## config.mk

```make
export PLATFORM = sky130hd
export DESIGN_NAME = seq_sensor_reporter
export DESIGN_NICKNAME = d
export VERILOG_FILES = /design/src/rtl/seq_sensor_reporter.sv
export SDC_FILE = /design/constraint.sdc
export NUM_CORES = 1
export LEC_CHECK = 0
export ABC_AREA = 1
export ABC_CLOCK_PERIOD_IN_PS = 1470
export BUFFER_PORTS_ARGS = -buffer_cell sky130_fd_sc_hd__buf_2
export CAP_MARGIN = 5
export CORE_UTILIZATION = 51
export CTS_BUF_LIST = sky130_fd_sc_hd__clkbuf_4 sky130_fd_sc_hd__clkbuf_8 sky130_fd_sc_hd__clkbuf_16
export DETAILED_ROUTE_END_ITERATION = 7
export PLACE_DENSITY = 0.77
export SLEW_MARGIN = 30
export SYNTH_ARGS = -nofsm -noshare
export SYNTH_HDL_FRONTEND = slang
export SYNTH_HIERARCHICAL = 1
export SYNTH_SLANG_ARGS = --single-unit
```

## constraint.sdc

```tcl
create_clock -name CLK -period 1.47 [get_ports CLK]
set_clock_uncertainty 0.05 [all_clocks]
set_input_delay 0.2205 -clock CLK [delete_from_list [all_inputs] [get_ports CLK]]
set_output_delay 0.2205 -clock CLK [all_outputs]
set_load 0.02 [all_outputs]
```

## src/rtl/seq_sensor_reporter.sv

```systemverilog
// Multi-channel serial pattern reporter. Every channel owns a rate counter and a
// pattern matcher; hits are queued per channel and drained one report per cycle.

module seq_sensor_chan #(
    parameter int WIDTH = 8,
    parameter int PLEN  = 3,
    parameter int SAT   = 0
) (
    input  logic             CLK,
    input  logic             Reset,
    input  logic             en,
    input  logic             fill_ok,
    input  logic             serve,
    input  logic [PLEN-1:0]  pat,
    input  logic [PLEN-1:0]  window,
    input  logic [WIDTH-1:0] start_val,
    input  logic [WIDTH-1:0] rate,
    output logic             pending,
    output logic [WIDTH-1:0] snap,
    output logic             miss
);
    logic [WIDTH-1:0] cnt;
    logic [WIDTH:0]   sum;
    logic             hit;

    assign sum = {1'b0, cnt} + {1'b0, rate};
    assign hit = en & fill_ok & (window == pat);

    always_ff @(posedge CLK) begin
        if (Reset) begin
            cnt     <= start_val;
            pending <= 1'b0;
            snap    <= '0;
            miss    <= 1'b0;
        end else begin
            if (SAT != 0 && sum[WIDTH])
                cnt <= '1;
            else
                cnt <= sum[WIDTH-1:0];
            // A hit on the channel being served re-arms it with the new snapshot.
            pending <= hit | (pending & ~serve);
            if (hit)
                snap <= cnt;
            if (hit && pending && !serve)
                miss <= 1'b1;
        end
    end
endmodule

module seq_sensor_reporter #(
    parameter int NCH   = 3,
    parameter int WIDTH = 8,
    parameter int PLEN  = 3,
    parameter int SAT   = 0,
    localparam int CHW  = (NCH > 1) ? $clog2(NCH) : 1
) (
    input  logic                  CLK,
    input  logic                  Reset,
    input  logic                  x,
    input  logic [NCH-1:0]        ch_en,
    input  logic [NCH*PLEN-1:0]   pat,
    input  logic [NCH*WIDTH-1:0]  start_val,
    input  logic [NCH*WIDTH-1:0]  rate,
    output logic [WIDTH-1:0]      out,
    output logic                  out_valid,
    output logic [CHW-1:0]        out_ch,
    output logic [NCH-1:0]        miss
);
    localparam int FW = $clog2(PLEN + 1);

    logic [PLEN-2:0]             hist;
    logic [PLEN-1:0]             window;
    logic [FW-1:0]               fill;
    logic                        fill_ok;
    logic [NCH-1:0]              pending;
    logic [NCH-1:0]              serve;
    logic [NCH-1:0][WIDTH-1:0]   snap;
    logic [CHW-1:0]              sel;
    logic [WIDTH-1:0]            sel_snap;

    assign window  = {hist, x};
    assign fill_ok = (fill >= FW'(PLEN - 1));

    always_ff @(posedge CLK) begin
        if (Reset) begin
            hist <= '0;
            fill <= '0;
        end else begin
            hist <= window[PLEN-2:0];
            if (fill != FW'(PLEN))
                fill <= fill + FW'(1);
        end
    end

    // Lowest pending index wins; one-hot grant feeds back into the channels.
    assign serve = pending & (~pending + NCH'(1));

    always_comb begin
        sel      = '0;
        sel_snap = '0;
        for (int i = NCH - 1; i >= 0; i--) begin
            if (pending[i]) begin
                sel      = CHW'(i);
                sel_snap = snap[i];
            end
        end
    end

    for (genvar i = 0; i < NCH; i++) begin : g_ch
        seq_sensor_chan #(.WIDTH(WIDTH), .PLEN(PLEN), .SAT(SAT)) u_ch (
            .CLK       (CLK),
            .Reset     (Reset),
            .en        (ch_en[i]),
            .fill_ok   (fill_ok),
            .serve     (serve[i]),
            .pat       (pat[i*PLEN +: PLEN]),
            .window    (window),
            .start_val (start_val[i*WIDTH +: WIDTH]),
            .rate      (rate[i*WIDTH +: WIDTH]),
            .pending   (pending[i]),
            .snap      (snap[i]),
            .miss      (miss[i])
        );
    end

    always_ff @(posedge CLK) begin
        if (Reset) begin
            out       <= '0;
            out_ch    <= '0;
            out_valid <= 1'b0;
        end else if (|pending) begin
            out       <= sel_snap;
            out_ch    <= sel;
            out_valid <= 1'b1;
        end else begin
            out_valid <= 1'b0;
        end
    end
endmodule

```

# After elaboration in Yosys (flattened, before gate mapping)
# Index checks and enable logic that the tools add are counted.
totals:
  register_bits: 69
  inputBits: 63
  out_inout_bits: 14
  wordCells: 64
op_classes:
  n_addsub: 5
  n_lt_le_gt_ge: 1
  eq_ne: 4
  mux: 10
  n_bitwise: 17
  n_reduce_logical: 10
ops:
  columns: ["operator", "count"]
  rows:
  - ["2-to-1 mux 8 bit", 6]
  - ["adder 8 bit", 3]
  - ["bitwise AND 1 bit", 9]
  - ["equality test 3 bit", 3]
  - ["logical AND 1 bit", 6]
  - ["2-to-1 mux 2 bit", 3]
  - ["adder 3 x 1 -> 3 bit, second input constant", 1]
  - ["bitwise AND 3 bit", 1]
  - ["zero test 1 bit", 3]
  - ["inverter 1 bit", 3]
  - ["inverter 3 bit", 1]
  - ["OR 1 bit", 3]
  - ["OR reduction 3 bit", 1]
  - ["adder 2 x 1 -> 2 bit, second input constant", 1]
  - [">= comparator 2 bit, second input constant", 1]
  - ["inequality test 2 bit, second input constant", 1]
  - ["2-to-1 mux 1 bit", 1]

# Logic depth before layout (Yosys ltp)
depth:
  word_depth: 6
  mapped_depth: 9
  mapped_depth_nobuf: 9

# By module
# The synthesis kept the hierarchy.
modules_own_cells:
  columns: ["module", "instances", "cells_per_inst", "area_per_inst_um2", "seq_area_each_um2"]
  rows:
  - ["seq_sensor_chan", 3, 159, 1094.8, 360.3]
  - ["seq_sensor_reporter", 1, 118, 800.8, 300.3]

# Worst setup path before layout
# No wires, ideal clock.
synth_path:
  kind: "register to register"
  start: "reg fill[0]"
  end: "reg g_ch[0].u_ch.pending"
  setup_time_ns: 0.128
  arrival_time_ns: 1.339
  t_required_ns: 1.292
  path_slack_ns: -0.047
  stages_incl_launch_ff: 9
  path_buffers: 1
  synth_period_minus_slack_ns: 1.517
  path_cell_list: "dfxtp_1 > inv_1 > ha_1 > or2_2 > nand3_1 > nor2_4 > buf_6 > a21oi_1 > nor2_1"
synth_between:
  elab_chain_len: 4
synth_rtl:
  columns: ["item", "line_no", "source"]
  rows:
  - ["from (decl)", "73", "logic [FW-1:0] fill;"]
  - ["from (signal assigned)", "91", "fill <= fill + FW'(1);"]
  - [">= comparator 2 bit", "82", "assign fill_ok = (fill >= FW'(PLEN - 1));"]
  - ["named net fill_ok", "74", "logic fill_ok;"]
  - ["bitwise AND 1 bit (2 in series)", "27", "assign hit = en & fill_ok & (window == pat);"]
  - ["OR 1 bit", "41", "pending <= hit | (pending & ~serve);"]
  - ["to (signal assigned)", "41", null]
  - ["to (decl)", "18", "output logic pending,"]
# The timed path passes the listed nets, and every way through them passes these cells.
# A chain may end at the register's enable or synchronous reset.

# Worst setup path in the final report
layout_path:
  start: "reg fill[0]"
  end: "reg g_ch[1].u_ch.snap[4]"
layout_between:
  elab_chain_len: 3
layout_rtl:
  columns: ["item", "line_no", "source"]
  rows:
  - [">= comparator 2 bit", "82", null]
  - ["named net fill_ok", "74", null]
  - ["bitwise AND 1 bit (2 in series)", "27", null]
  - ["to (signal assigned)", "43", "snap <= cnt;"]
  - ["to (decl)", "19", "output logic [WIDTH-1:0] snap,"]
# The timed path passes the listed nets, and every way through them passes these cells.

==> run_summary.xml <==
<?xml version="1.0" encoding="UTF-8"?>
<metrics>
  <group name="outcome">
    <metric name="status" unit="">complete, no violations</metric>
  </group>
  <group name="sta">
    <metric name="tightestPinTransition" unit="ns">0.452</metric>
    <metric name="finalCritPeriodShare" unit="%">98.9</metric>
    <metric name="rsz0062_at_grt" unit="">yes</metric>
    <metric name="timing.fmax" unit="GHz">0.688</metric>
    <metric name="final_hold_viol_count" unit="">0</metric>
    <metric name="setup_viol" unit="">0</metric>
    <metric name="report.final.slew_viol_count" unit="">0</metric>
    <metric name="fin_setup_tns" unit="ns">0</metric>
    <metric name="period_needed" unit="ns">1.45</metric>
    <metric name="worst_slew_margin_rel" unit="%">69.9</metric>
  </group>
  <group name="grt">
    <metric name="top_usage_layer" unit="">met2</metric>
    <metric name="grt_pass1_wl" unit="µm">15200</metric>
    <metric name="grt_util_met3" unit="%">6.20</metric>
    <metric name="grtUsageMet2" unit="%">39.7</metric>
    <metric name="grt_start_max_net_pins" unit="">20</metric>
    <metric name="grt_pass1_vias" unit="">3668</metric>
    <metric name="globalRouteMet1Util" unit="%">26.2</metric>
    <metric name="grt_antenna_before_repair" unit="">0</metric>
    <metric name="gr-usage-all-layers" unit="%">22.5</metric>
    <metric name="grt_remaining_overflow" unit="">0</metric>
  </group>
  <group name="critical_path">
    <metric name="worstSetupEndpointType" unit="">register</metric>
    <metric name="timing.reg2reg.setup_slack" unit="ns">0.02</metric>
    <metric name="worst-endpoint-required" unit="ns">1.69</metric>
    <metric name="worstSetupStartpointType" unit="">register</metric>
    <metric name="critical_path.slowest_cell" unit="">dfxtp_2</metric>
    <metric name="crit_path_cell_trace" unit="">inv_2, ha_4, or2_4, nand3_4, nor2_4, clkbuf_16, nand3b_1, nand2_1, nor2_1</metric>
    <metric name="rr_startpoint" unit="">fill[0]$_SDFFE_PP0P_</metric>
    <metric name="depth_of_the_worst_register_to_register_path" unit="">9</metric>
    <metric name="critPathArrivalTime" unit="ns">1.67</metric>
    <metric name="crit-reg2reg-capture" unit="">g_ch[1].u_ch/snap[4]$_SDFFE_PP0P_</metric>
    <metric name="critical_path.top_delay_family" unit="">simple AND/OR/NAND/NOR gates</metric>
    <metric name="critPathMaxFanout" unit="">8</metric>
    <metric name="largest_stage_delay_on_the_critical_path" unit="ns">0.34</metric>
    <metric name="timing_worst_setup_path_type" unit="">reg2reg</metric>
    <metric name="critical_path.n_buffers_inverters" unit="">2</metric>
  </group>
  <group name="floorplanning">
    <metric name="floorplan.initialDensity" unit="%">52.9</metric>
    <metric name="core.rowCount" unit="">32</metric>
    <metric name="die-width" unit="µm">91.5</metric>
    <metric name="fp.coreArea" unit="µm²">7730</metric>
    <metric name="fp.dieArea" unit="µm²">8370</metric>
    <metric name="pin_count" unit="">77</metric>
    <metric name="die_h" unit="µm">91.5</metric>
  </group>
  <group name="synth">
    <metric name="yosys-mux-area-fraction" unit="%">0</metric>
    <metric name="netlist_instances" unit="">595</metric>
    <metric name="synth_seq_cells" unit="">69</metric>
    <metric name="synthesis.area_per_instance" unit="µm²">6.87</metric>
    <metric name="netlist_cell_types" unit="">26</metric>
    <metric name="synthAdderAreaFrac" unit="%">8.51</metric>
    <metric name="syn_nets" unit="">684</metric>
    <metric name="post_synthesis_share_of_cell_area_spent_on_xor_and_xnor_gates" unit="%">0.643</metric>
    <metric name="synth_sequential_area_ratio" unit="%">33.8</metric>
    <metric name="ys_warn_count" unit="">6</metric>
    <metric name="syn_area" unit="µm²">4090</metric>
    <metric name="synth_top_family_by_area" unit="">simple AND/OR/NAND/NOR gates</metric>
    <metric name="synth_simple_gate_area_share" unit="%">36.6</metric>
    <metric name="synth_compound_area_share" unit="%">9.95</metric>
  </group>
  <group name="clock_tree">
    <metric name="cts.root.buffer_cell" unit="">clkbuf_8</metric>
    <metric name="clock_tree.buffer_depth" unit="">2</metric>
    <metric name="clkTransAtPathRegs" unit="ns">0.08</metric>
    <metric name="insertion_delay" unit="ns">0.34</metric>
    <metric name="numClockSinks" unit="">69</metric>
    <metric name="tritoncts_clock_tree" unit="">built</metric>
    <metric name="ctsHtreeMaxLevel" unit="">3</metric>
    <metric name="numCtsBuffers" unit="">9</metric>
  </group>
  <group name="hold_path">
    <metric name="hold_path.startpoint" unit="">start_val[22]</metric>
    <metric name="min_delay_path_depth" unit="">3</metric>
    <metric name="min_to" unit="">g_ch[2].u_ch/cnt[6]$_DFF_P_</metric>
    <metric name="hp-class" unit="">in2reg</metric>
  </group>
  <group name="power_and_ir_drop">
    <metric name="combinational_group_share_of_total_power" unit="%">33.3</metric>
    <metric name="worst_ir_drop_vdd" unit="mV">0.808</metric>
    <metric name="share_seq_of_total_power" unit="%">39.5</metric>
    <metric name="p_leak" unit="µW">0.00258</metric>
    <metric name="power.switching" unit="µW">1900</metric>
    <metric name="clockPowerShare" unit="%">27.3</metric>
    <metric name="internal_power" unit="µW">3800</metric>
    <metric name="cellPowerDensity" unit="nW/µm²">1090</metric>
    <metric name="switching_share" unit="%">33.3</metric>
  </group>
  <group name="drt">
    <metric name="vias_cell" unit="">5.04</metric>
    <metric name="wl" unit="µm">9540</metric>
    <metric name="wl_per_cell" unit="µm">12.1</metric>
    <metric name="drc" unit="">0</metric>
    <metric name="drt_first_pass_iters" unit="">7</metric>
    <metric name="drtAntennaViolNets" unit="">0</metric>
    <metric name="via_count" unit="">3978</metric>
    <metric name="number_of_drc_markers_after_the_initial_detailed_route_iteration" unit="">173</metric>
  </group>
  <group name="run">
    <metric name="drv_cap" unit="">0</metric>
  </group>
  <group name="place">
    <metric name="io_buffers" unit="">76</metric>
    <metric name="dp.final_hpwl" unit="µm">6710</metric>
    <metric name="finalWeightedCongestion" unit="">0.923</metric>
  </group>
  <group name="cells_and_area">
    <metric name="area_delta_synth_final" unit="%">27.4</metric>
    <metric name="insertedDiodeCount" unit="">0</metric>
    <metric name="nNetsFinal" unit="">773</metric>
    <metric name="fin_util" unit="%">67.4</metric>
    <metric name="layout_cells_sized_above_1" unit="%">27.6</metric>
    <metric name="nFillCells" unit="">643</metric>
  </group>
</metrics>
==> logic make-up after synthesis <==
family,after synthesis
AO/OA/AOI/OAI,70
XOR/XNOR,3
adder cells (fa/ha/maj),26
buffers and inverters,94
flip-flops,69
AND/OR/NAND/NOR,333
==> flip-flops by register name (all words and copies together), names as in the netlist <==
signal	flops
g_ch.u_ch/snap	24
g_ch.u_ch/pending	3
fill	2
hist	2
g_ch.u_ch/miss	3
out_valid	1
out_ch	2
out	8
g_ch.u_ch/cnt	24
==> tightest hold or removal path: cells and delay by family <==
kind                   cells  cell delay, ns
buffers and inverters      1            0.07
and+or+nand+nor            2            0.09
==> power by group through the flow <==
| stage | Combinational, µW | Clock [µW] | Sequential (µW) |
|---|---|---|---|
| 2_1_floorplan | 1190 | 0 | 2250 |
| 3_3_place_gp | 1580 | 0 | 2240 |
| 3_5_place_dp | 1630 | 0 | 2250 |
| 4_1_cts | 1660 | 1580 | 2210 |
| 5_1_grt | 2130 | 1670 | 2270 |
| 6_report | 1900 | 1550 | 2250 |
==> metrics by stage <==
stage	worst slack (ns)	hold slack (ns)	area, µm²	cells	power [µW]
2_1_floorplan	0.0408	0.240	4100	595	3440
3_3_place_gp	-0.00660	0.364	4650	772	3820
3_5_place_dp	-0.0942	0.370	4650	772	3880
4_1_cts	0.000212	0.00576	4890	787	5460
5_1_grt	-0.0576	0.00590	5200	790	6070
6_report	0.0163	0.0143	5200	790	5700
==> area by class of cell <==
cell class                 instances  area (µm²)  share of cell area (%)
clock buffer                      11         151                    2.91
clock inverter                     4        47.5                   0.913
inverter                          78         295                    5.67
multi-input combinational        432        2590                    49.9
sequential                        69        1390                    26.8
tap                              102         128                    2.45
timing repair buffer              94         596                    11.4
==> metal layers <==
metal | vias to the layer above | wire, µm
li1 | 2064 | -
met1 | 1826 | 4330
met2 | 77 | 4740
met3 | 11 | 367
met4 | 0 | 109
met5 | - | 0
==> how the worst max path moves through the flow <==
stage / startpoint / endpoint / slack, ns / cells after the start
after floorplan: fill[0]$_SDFFE_PP0P_ / g_ch[0].u_ch/pending$_SDFF_PP0_ / 0.04 / 8
after global placement: rate[8] / g_ch[1].u_ch/cnt[6]$_DFF_P_ / -0.007 / 10
after detailed placement: rate[0] / g_ch[0].u_ch/cnt[6]$_DFF_P_ / -0.09 / 10
after CTS: fill[0]$_SDFFE_PP0P_ / g_ch[1].u_ch/snap[1]$_SDFFE_PP0P_ / 0.0002 / 8
after global routing: fill[0]$_SDFFE_PP0P_ / g_ch[1].u_ch/snap[4]$_SDFFE_PP0P_ / -0.06 / 9
final: fill[0]$_SDFFE_PP0P_ / g_ch[1].u_ch/snap[4]$_SDFFE_PP0P_ / 0.02 / 9
==> Yosys cell counts <==
library cell | instances | area share [%]
nand2_1 | 169 | 16
nand3_1 | 42 | 5.1
a21oi_4 | 3 | 1.2
o21ai_0 | 15 | 1.8
nor2_1 | 75 | 6.9
or2_2 | 4 | 0.61
buf_6 | 9 | 2.5
inv_4 | 1 | 0.15
a21oi_1 | 46 | 5.6
buf_4 | 1 | 0.18
o21ai_2 | 3 | 0.64
nand4_1 | 3 | 0.46
nor2_4 | 4 | 1.1
nand3_2 | 3 | 0.74
buf_1 | 3 | 0.28
dfxtp_1 | 69 | 34
inv_1 | 74 | 6.8
nand2_4 | 1 | 0.28
ha_1 | 23 | 7.0
nand3b_1 | 32 | 5.9
fa_1 | 3 | 1.5
a21oi_2 | 3 | 0.64
xnor2_1 | 3 | 0.64
inv_2 | 2 | 0.18
clkbuf_1 | 3 | 0.28
clkinv_1 | 1 | 0.092
==> cells in the final DEF, fill, tap and decap left out, types with 10 or more instances in the layout <==
cell / n
inv_1: 69
a21oi_1: 30
clkbuf_8: 11
nand3b_1: 32
buf_2: 76
buf_4: 12
nand3_1: 31
nand3_2: 11
a21oi_2: 18
ha_4: 12
nor2_1: 74
nand2_1: 168
o21ai_0: 13
ha_1: 10
dfxtp_1: 62
==> timing repair <==
action,4_1_cts,5_1_grt
gates resized for setup,17,50
hold buffers,0,0
setup buffers,0,3
endpoints found under the setup margin,20,40
cloned,0,1
pin swaps,0,13
Note: power is estimated with default switching activity, not from simulation.
